## src/rtl/dp_floating_divider.sv

```systemverilog
// dp_floating_divider
//   Iterative IEEE-754 binary64 divider. One restoring mantissa step per cycle.
//   Rounding is truncation. Denormal inputs are treated as zero. Results that
//   overflow saturate to infinity, and results that underflow flush to zero.
//
//   Handshake: a transfer happens on a rising edge where valid and ready are
//   both high. The input side is ready only in IDLE. The output holds quo
//   stable with out_valid high until out_ready is seen.
//
// Ports
//   clk        : clock, rising edge
//   rst        : synchronous active-high reset
//   a, b       : dividend / divisor, captured on the accept edge
//   in_valid   : operand pair valid
//   in_ready   : divider idle and able to accept
//   quo        : registered quotient
//   out_valid  : quotient available
//   out_ready  : consumer takes the quotient
module dp_floating_divider (
    input  logic        clk,
    input  logic        rst,
    input  logic [63:0] a,
    input  logic [63:0] b,
    input  logic        in_valid,
    output logic        in_ready,
    output logic [63:0] quo,
    output logic        out_valid,
    input  logic        out_ready
);

    typedef enum logic [1:0] {IDLE, DIV, NORM, DONE} state_t;
    state_t state, state_next;

    logic        sign;
    logic [10:0] ea, eb;
    logic [52:0] mb;
    logic [53:0] r;
    logic [53:0] q;
    logic [5:0]  cnt;

    // Operand classification
    logic [10:0] a_exp, b_exp;
    logic        a_frac_nz, b_frac_nz;
    logic        a_zero, b_zero, a_inf, b_inf, a_nan, b_nan;
    logic        special;
    logic [63:0] special_quo;
    logic        s_in;

    assign a_exp     = a[62:52];
    assign b_exp     = b[62:52];
    assign a_frac_nz = |a[51:0];
    assign b_frac_nz = |b[51:0];
    assign a_zero    = (a_exp == 11'd0);    // denormals count as zero
    assign b_zero    = (b_exp == 11'd0);
    assign a_inf     = (a_exp == 11'h7FF) && !a_frac_nz;
    assign b_inf     = (b_exp == 11'h7FF) && !b_frac_nz;
    assign a_nan     = (a_exp == 11'h7FF) && a_frac_nz;
    assign b_nan     = (b_exp == 11'h7FF) && b_frac_nz;
    assign s_in      = a[63] ^ b[63];
    assign special   = a_zero | b_zero | a_inf | b_inf | a_nan | b_nan;

    always_comb begin
        special_quo = {s_in, 63'h0};
        if (a_nan || b_nan || (a_zero && b_zero) || (a_inf && b_inf))
            special_quo = 64'h7FF8000000000000;
        else if (a_inf || b_zero)
            special_quo = {s_in, 11'h7FF, 52'h0};
        else
            special_quo = {s_in, 63'h0};
    end

    // Restoring step. r stays below 2*mb, so it always fits in 54 bits.
    logic        r_ge;
    logic [53:0] r_sub;
    logic [53:0] r_next;

    assign r_ge   = (r >= {1'b0, mb});
    assign r_sub  = r - {1'b0, mb};
    assign r_next = r_ge ? {r_sub[52:0], 1'b0} : {r[52:0], 1'b0};

    // Normalisation. q[53] set means the mantissa ratio is in [1,2).
    logic signed [12:0] e_calc;
    logic [51:0]        frac;
    logic [63:0]        norm_quo;

    always_comb begin
        e_calc = $signed({2'b00, ea}) - $signed({2'b00, eb})
                 + (q[53] ? 13'sd1023 : 13'sd1022);
        frac   = q[53] ? q[52:1] : q[51:0];
        if (e_calc >= 13'sd2047)
            norm_quo = {sign, 11'h7FF, 52'h0};
        else if (e_calc <= 13'sd0)
            norm_quo = {sign, 63'h0};
        else
            norm_quo = {sign, e_calc[10:0], frac};
    end

    assign in_ready = (state == IDLE);

    always_comb begin
        state_next = state;
        case (state)
            IDLE: if (in_valid) state_next = special ? DONE : DIV;
            DIV:  if (cnt == 6'd0) state_next = NORM;
            NORM: state_next = DONE;
            DONE: if (out_ready) state_next = IDLE;
            default: state_next = IDLE;
        endcase
    end

    always_ff @(posedge clk) begin
        if (rst) begin
            state     <= IDLE;
            sign      <= 1'b0;
            ea        <= '0;
            eb        <= '0;
            mb        <= '0;
            r         <= '0;
            q         <= '0;
            cnt       <= '0;
            quo       <= '0;
            out_valid <= 1'b0;
        end else begin
            state <= state_next;
            case (state)
                IDLE: begin
                    if (in_valid) begin
                        sign <= s_in;
                        ea   <= a_exp;
                        eb   <= b_exp;
                        mb   <= {1'b1, b[51:0]};
                        r    <= {2'b01, a[51:0]};
                        q    <= '0;
                        cnt  <= 6'd53;
                        if (special) begin
                            quo       <= special_quo;
                            out_valid <= 1'b1;
                        end
                    end
                end
                DIV: begin
                    r   <= r_next;
                    q   <= {q[52:0], r_ge};
                    cnt <= cnt - 6'd1;
                end
                NORM: begin
                    quo       <= norm_quo;
                    out_valid <= 1'b1;
                end
                DONE: begin
                    if (out_ready) out_valid <= 1'b0;
                end
                default: ;
            endcase
        end
    end

endmodule

```

## config.mk

```make
export PLATFORM = sky130hd
export DESIGN_NAME = dp_floating_divider
export DESIGN_NICKNAME = d
export VERILOG_FILES = /design/src/rtl/dp_floating_divider.sv
export SDC_FILE = /design/constraint.sdc
export NUM_CORES = 1
export LEC_CHECK = 0
export CAP_MARGIN = 15
export CORE_MARGIN = 4
export CORE_UTILIZATION = 55
export CTS_BUF_LIST = sky130_fd_sc_hd__clkbuf_16
export CTS_CLUSTER_SIZE = 24
export DETAILED_ROUTE_END_ITERATION = 12
export PLACE_DENSITY = 0.85
export SETUP_SLACK_MARGIN = 0.02
export SLEW_MARGIN = 20
export SYNTH_ARGS = -nofsm -noshare
export SYNTH_HDL_FRONTEND = slang
export SYNTH_SLANG_ARGS = --single-unit
```

## constraint.sdc

```tcl
create_clock -name clk -period 3.91 [get_ports clk]
set_input_delay 0.9775 -clock clk [delete_from_list [all_inputs] [get_ports clk]]
set_output_delay 0.9775 -clock clk [all_outputs]
set_load 0.05 [all_outputs]
```

==> key figures <==
Yosys
  • Synth warnings: 0
  • Syn Nets: 2155
  • Synth area leader: dfxtp_1
  • Post-synthesis cell type count: 84
  • Mapped Area: 15300 um^2
  • Post-Synthesis Cells: 1948
  • Number of flops mapped to enable cells by yosys: 0
  • #FFs+latches synth: 257
  • Synth area leaders: dfxtp_1 (34%), nand2_1 (7.0%), a21oi_1 (6.2%), ha_1 (6.0%), mux2i_1 (5.4%)
  • Post-synth ARST share: 0%
  • Syn Area/Cell: 7.87 um^2
  • Synth top area share: 33.6%
  • Share of the yosys chip area belonging to registers: 33.6%
  • Post-synth top flop: dfxtp_1

Layout
  • Final Cell Area: 18600 um^2
  • Final Util: 68.4%
  • Layout Nets: 2315
  • Most frequent cells in the layout: nand2_1 (286), dfxtp_1 (256), clkdlybuf4s50_1 (196), a21oi_1 (189), nor2_1 (160)
  • Diodes inserted: 0
  • Finished Layout Cells: 2500
  • Area Growth Syn to Fin: 21.2%
  • Commonest non-fill, non-tap cell in the layout: nand2_1
  • Layout cells sized above 1: 8.79%

Detailed routing
  • Post-Route WL: 43.0 mm
  • Final ANT Viol Nets: 0
  • Initial detailed-routing violation count: 1336
  • DRC viols: 0
  • Vias post-DR: 15000
  • Post-DR wirelength/cell: 17.2 um
  • Drt pass-1 iters: 8
  • Post-DR vias/cell: 6.00

Clock network
  • Latest clock arrival within the worst-skew pair: 0.55 ns
  • H-tree depth: 1
  • CTS buffer count: 28
  • Buffer levels on the longest clock path: 3
  • Clock Pin Slew Worst Setup and Hold Paths: 0.06 ns
  • Hold-fix buffers, CTS: 0
  • CTS tree: yes
  • Sink Count: 257
  • Root buf cell: clkbuf_16

Critical path
  • Max FO, Critical Path: 24
  • Crit. End Element: flop
  • Critical Path RT: 4.35 ns
  • Startpoint types: flop
  • Crit path DAT: 4.14 ns
  • Reg2reg setup slack: 0.21 ns
  • Critical path type: flop to flop

Global routing
  • Vias in the first global route: 14200
  • Largest net degree at the start of global routing: 90
  • Initial antenna violation count: 1
  • Grt ovf: 0
  • First-pass GRT wire length: 69.2 mm
  • Total Routing Usage GR: 26.6%

Floorplanning
  • Chip width: 175 um
  • Starting Density: 56.4%
  • # rows: 60
  • Core area: 27200 um^2
  • Die Height: 175 um
  • Die ar.: 30600 um^2
  • Ports: 198

Power and ir drop
  • Comb power frac: 62.4%
  • Seq pwr share: 21.1%
  • Clk network pwr share: 16.5%
  • Sw frac: 45.8%
  • Internal power: 8.68 mW
  • Power Density: 861 nW/um^2
  • VDD IR max: 0.000651 V
  • P_leak: 7.19 nW
  • Total power: 16.0 mW
  • Switching pwr: 7.32 mW

Place
  • HPWL after detailed placement: 31.7 mm
  • IO buf count: 197
  • Placement-stage cell area: 17600 um^2
  • Placed cells: 2448
  • Pre-CTS setup slack: 0.0774 ns
  • GP Congestion: 0.962

STA
  • Rel. slew slack: 37.1%
  • Final setup vio count: 0
  • RSZ-0062 raised after global routing: yes
  • Worst slew pin tran: 0.942 ns
  • Fin crit share: 94.7%
  • Final Max Tran Viols: 0
  • Setup TNS: 0 ns
  • Achievable Freq: 270 MHz
  • Final Critical Period: 3.70 ns
  • Skew final: 0.0148 ns
  • Final Hold Slack: 0.454 ns
  • Final hold vios: 0
  • Setup ws final: 0.206 ns

Run
  • Max-cap violations: 0

Outcome
  • Outcome: complete, no violations

Worst hold path
  • Worst hold path class: flop to flop
==> critical path, cell delays in order, from the launching register on <==
cell and delay [ns]:
dfxtp_1 0.33, inv_1 0.04, ha_1 0.40, and3b_1 0.22, a211oi_2 0.18, o211ai_2 0.20, or4_4 0.61, or4_4 0.46
a21oi_4 0.19, o211ai_2 0.12, a211oi_2 0.28, nand2b_4 0.24, buf_12 0.21, o21ai_2 0.09
==> final timing paths <==
check,startpoint,end,cells past startpoint
hold reg to reg,mb[39]$_SDFFE_PP0P_,mb[39]$_SDFFE_PP0P_,2
hold / removal,mb[39]$_SDFFE_PP0P_,mb[39]$_SDFFE_PP0P_,2
setup reg to reg,eb[5]$_SDFFE_PP0P_,quo[35]$_SDFFE_PP0P_,13
setup / recovery,eb[5]$_SDFFE_PP0P_,quo[35]$_SDFFE_PP0P_,13
==> synth_stat cells (4+ instances only) <==
cell type	instances
a2111oi_0	5
a211o_1	5
a211oi_1	24
a21o_1	46
a21oi_1	190
a221oi_1	10
a22o_1	9
a22oi_1	55
a311oi_1	7
a31oi_1	18
and2_1	4
and3_1	4
buf_1	9
buf_12	5
clkbuf_1	96
dfxtp_1	257
dlygate4sd3_1	5
ha_1	73
inv_1	102
mux2_2	5
mux2i_1	83
nand2_1	287
nand2b_1	16
nand3_1	28
nand4_1	26
nor2_1	162
nor2b_1	12
nor3_1	44
nor3b_1	6
nor4_1	46
o211ai_1	8
o21a_1	9
o21ai_0	89
o21ai_2	50
o21bai_1	10
o31ai_1	8
or3_1	7
xnor2_1	32
xor2_1	22
==> power groups by stage <==
stage          clock network, mW  registers [mW]  logic, mW
2_1_floorplan                  0            3.38       7.25
4_1_cts                     2.67            3.38       9.77
3_5_place_dp                   0            3.43       9.67
6_report                    2.63            3.38       9.99
5_1_grt                     2.78            3.44       10.9
3_3_place_gp                   0            3.40       9.54
==> cell type report <==
cell class	count	area, um^2
clock inverter	22	216
timing repair buffer	251	2430
clock buffer	28	701
sequential	257	5150
tap	372	465
multi-input combinational	1468	9240
fill	2230	8600
inverter	102	383
==> cells by family (layout without fill, tap and decap cells) <==
| logic type | count (synthesis) | in the layout | synth area share, % |
|---|---|---|---|
| AO/OA/AOI/OAI | 585 | 585 | 25.2 |
| flip-flops | 257 | 257 | 33.6 |
| multiplexers | 88 | 88 | 5.78 |
| AND/OR/NAND/NOR | 666 | 666 | 19.7 |
| adder cells (fa/ha/maj) | 75 | 75 | 6.22 |
| buffers and inverters | 223 | 403 | 6.50 |
| XOR/XNOR | 54 | 54 | 3.08 |
==> timing repair <==
item                                    in CTS  in global routing
endpoints found under the setup margin       0                 59
resized for setup                            0                  3
setup buffers                                0                  2
==> sequential cells by signal, summed over array words and instances (netlist names) <==
register,cells
cnt,6
ea,11
eb,11
mb,53
out_valid,1
q,54
quo,64
r,54
sign,1
state,2
==> layer usage <==
| metal | up-vias | wire (um) | track usage (%) |
|---|---|---|---|
| met2 | 636 | 20300 | 45.6 |
| met1 | 6983 | 18000 | 34.6 |
| li1 | 7278 | - | - |
| met4 | 2 | 1430 | 9.49 |
| met3 | 106 | 3260 | 3.46 |
| met5 | - | 20 | 0 |
Power figures use the tool's default switching activity.
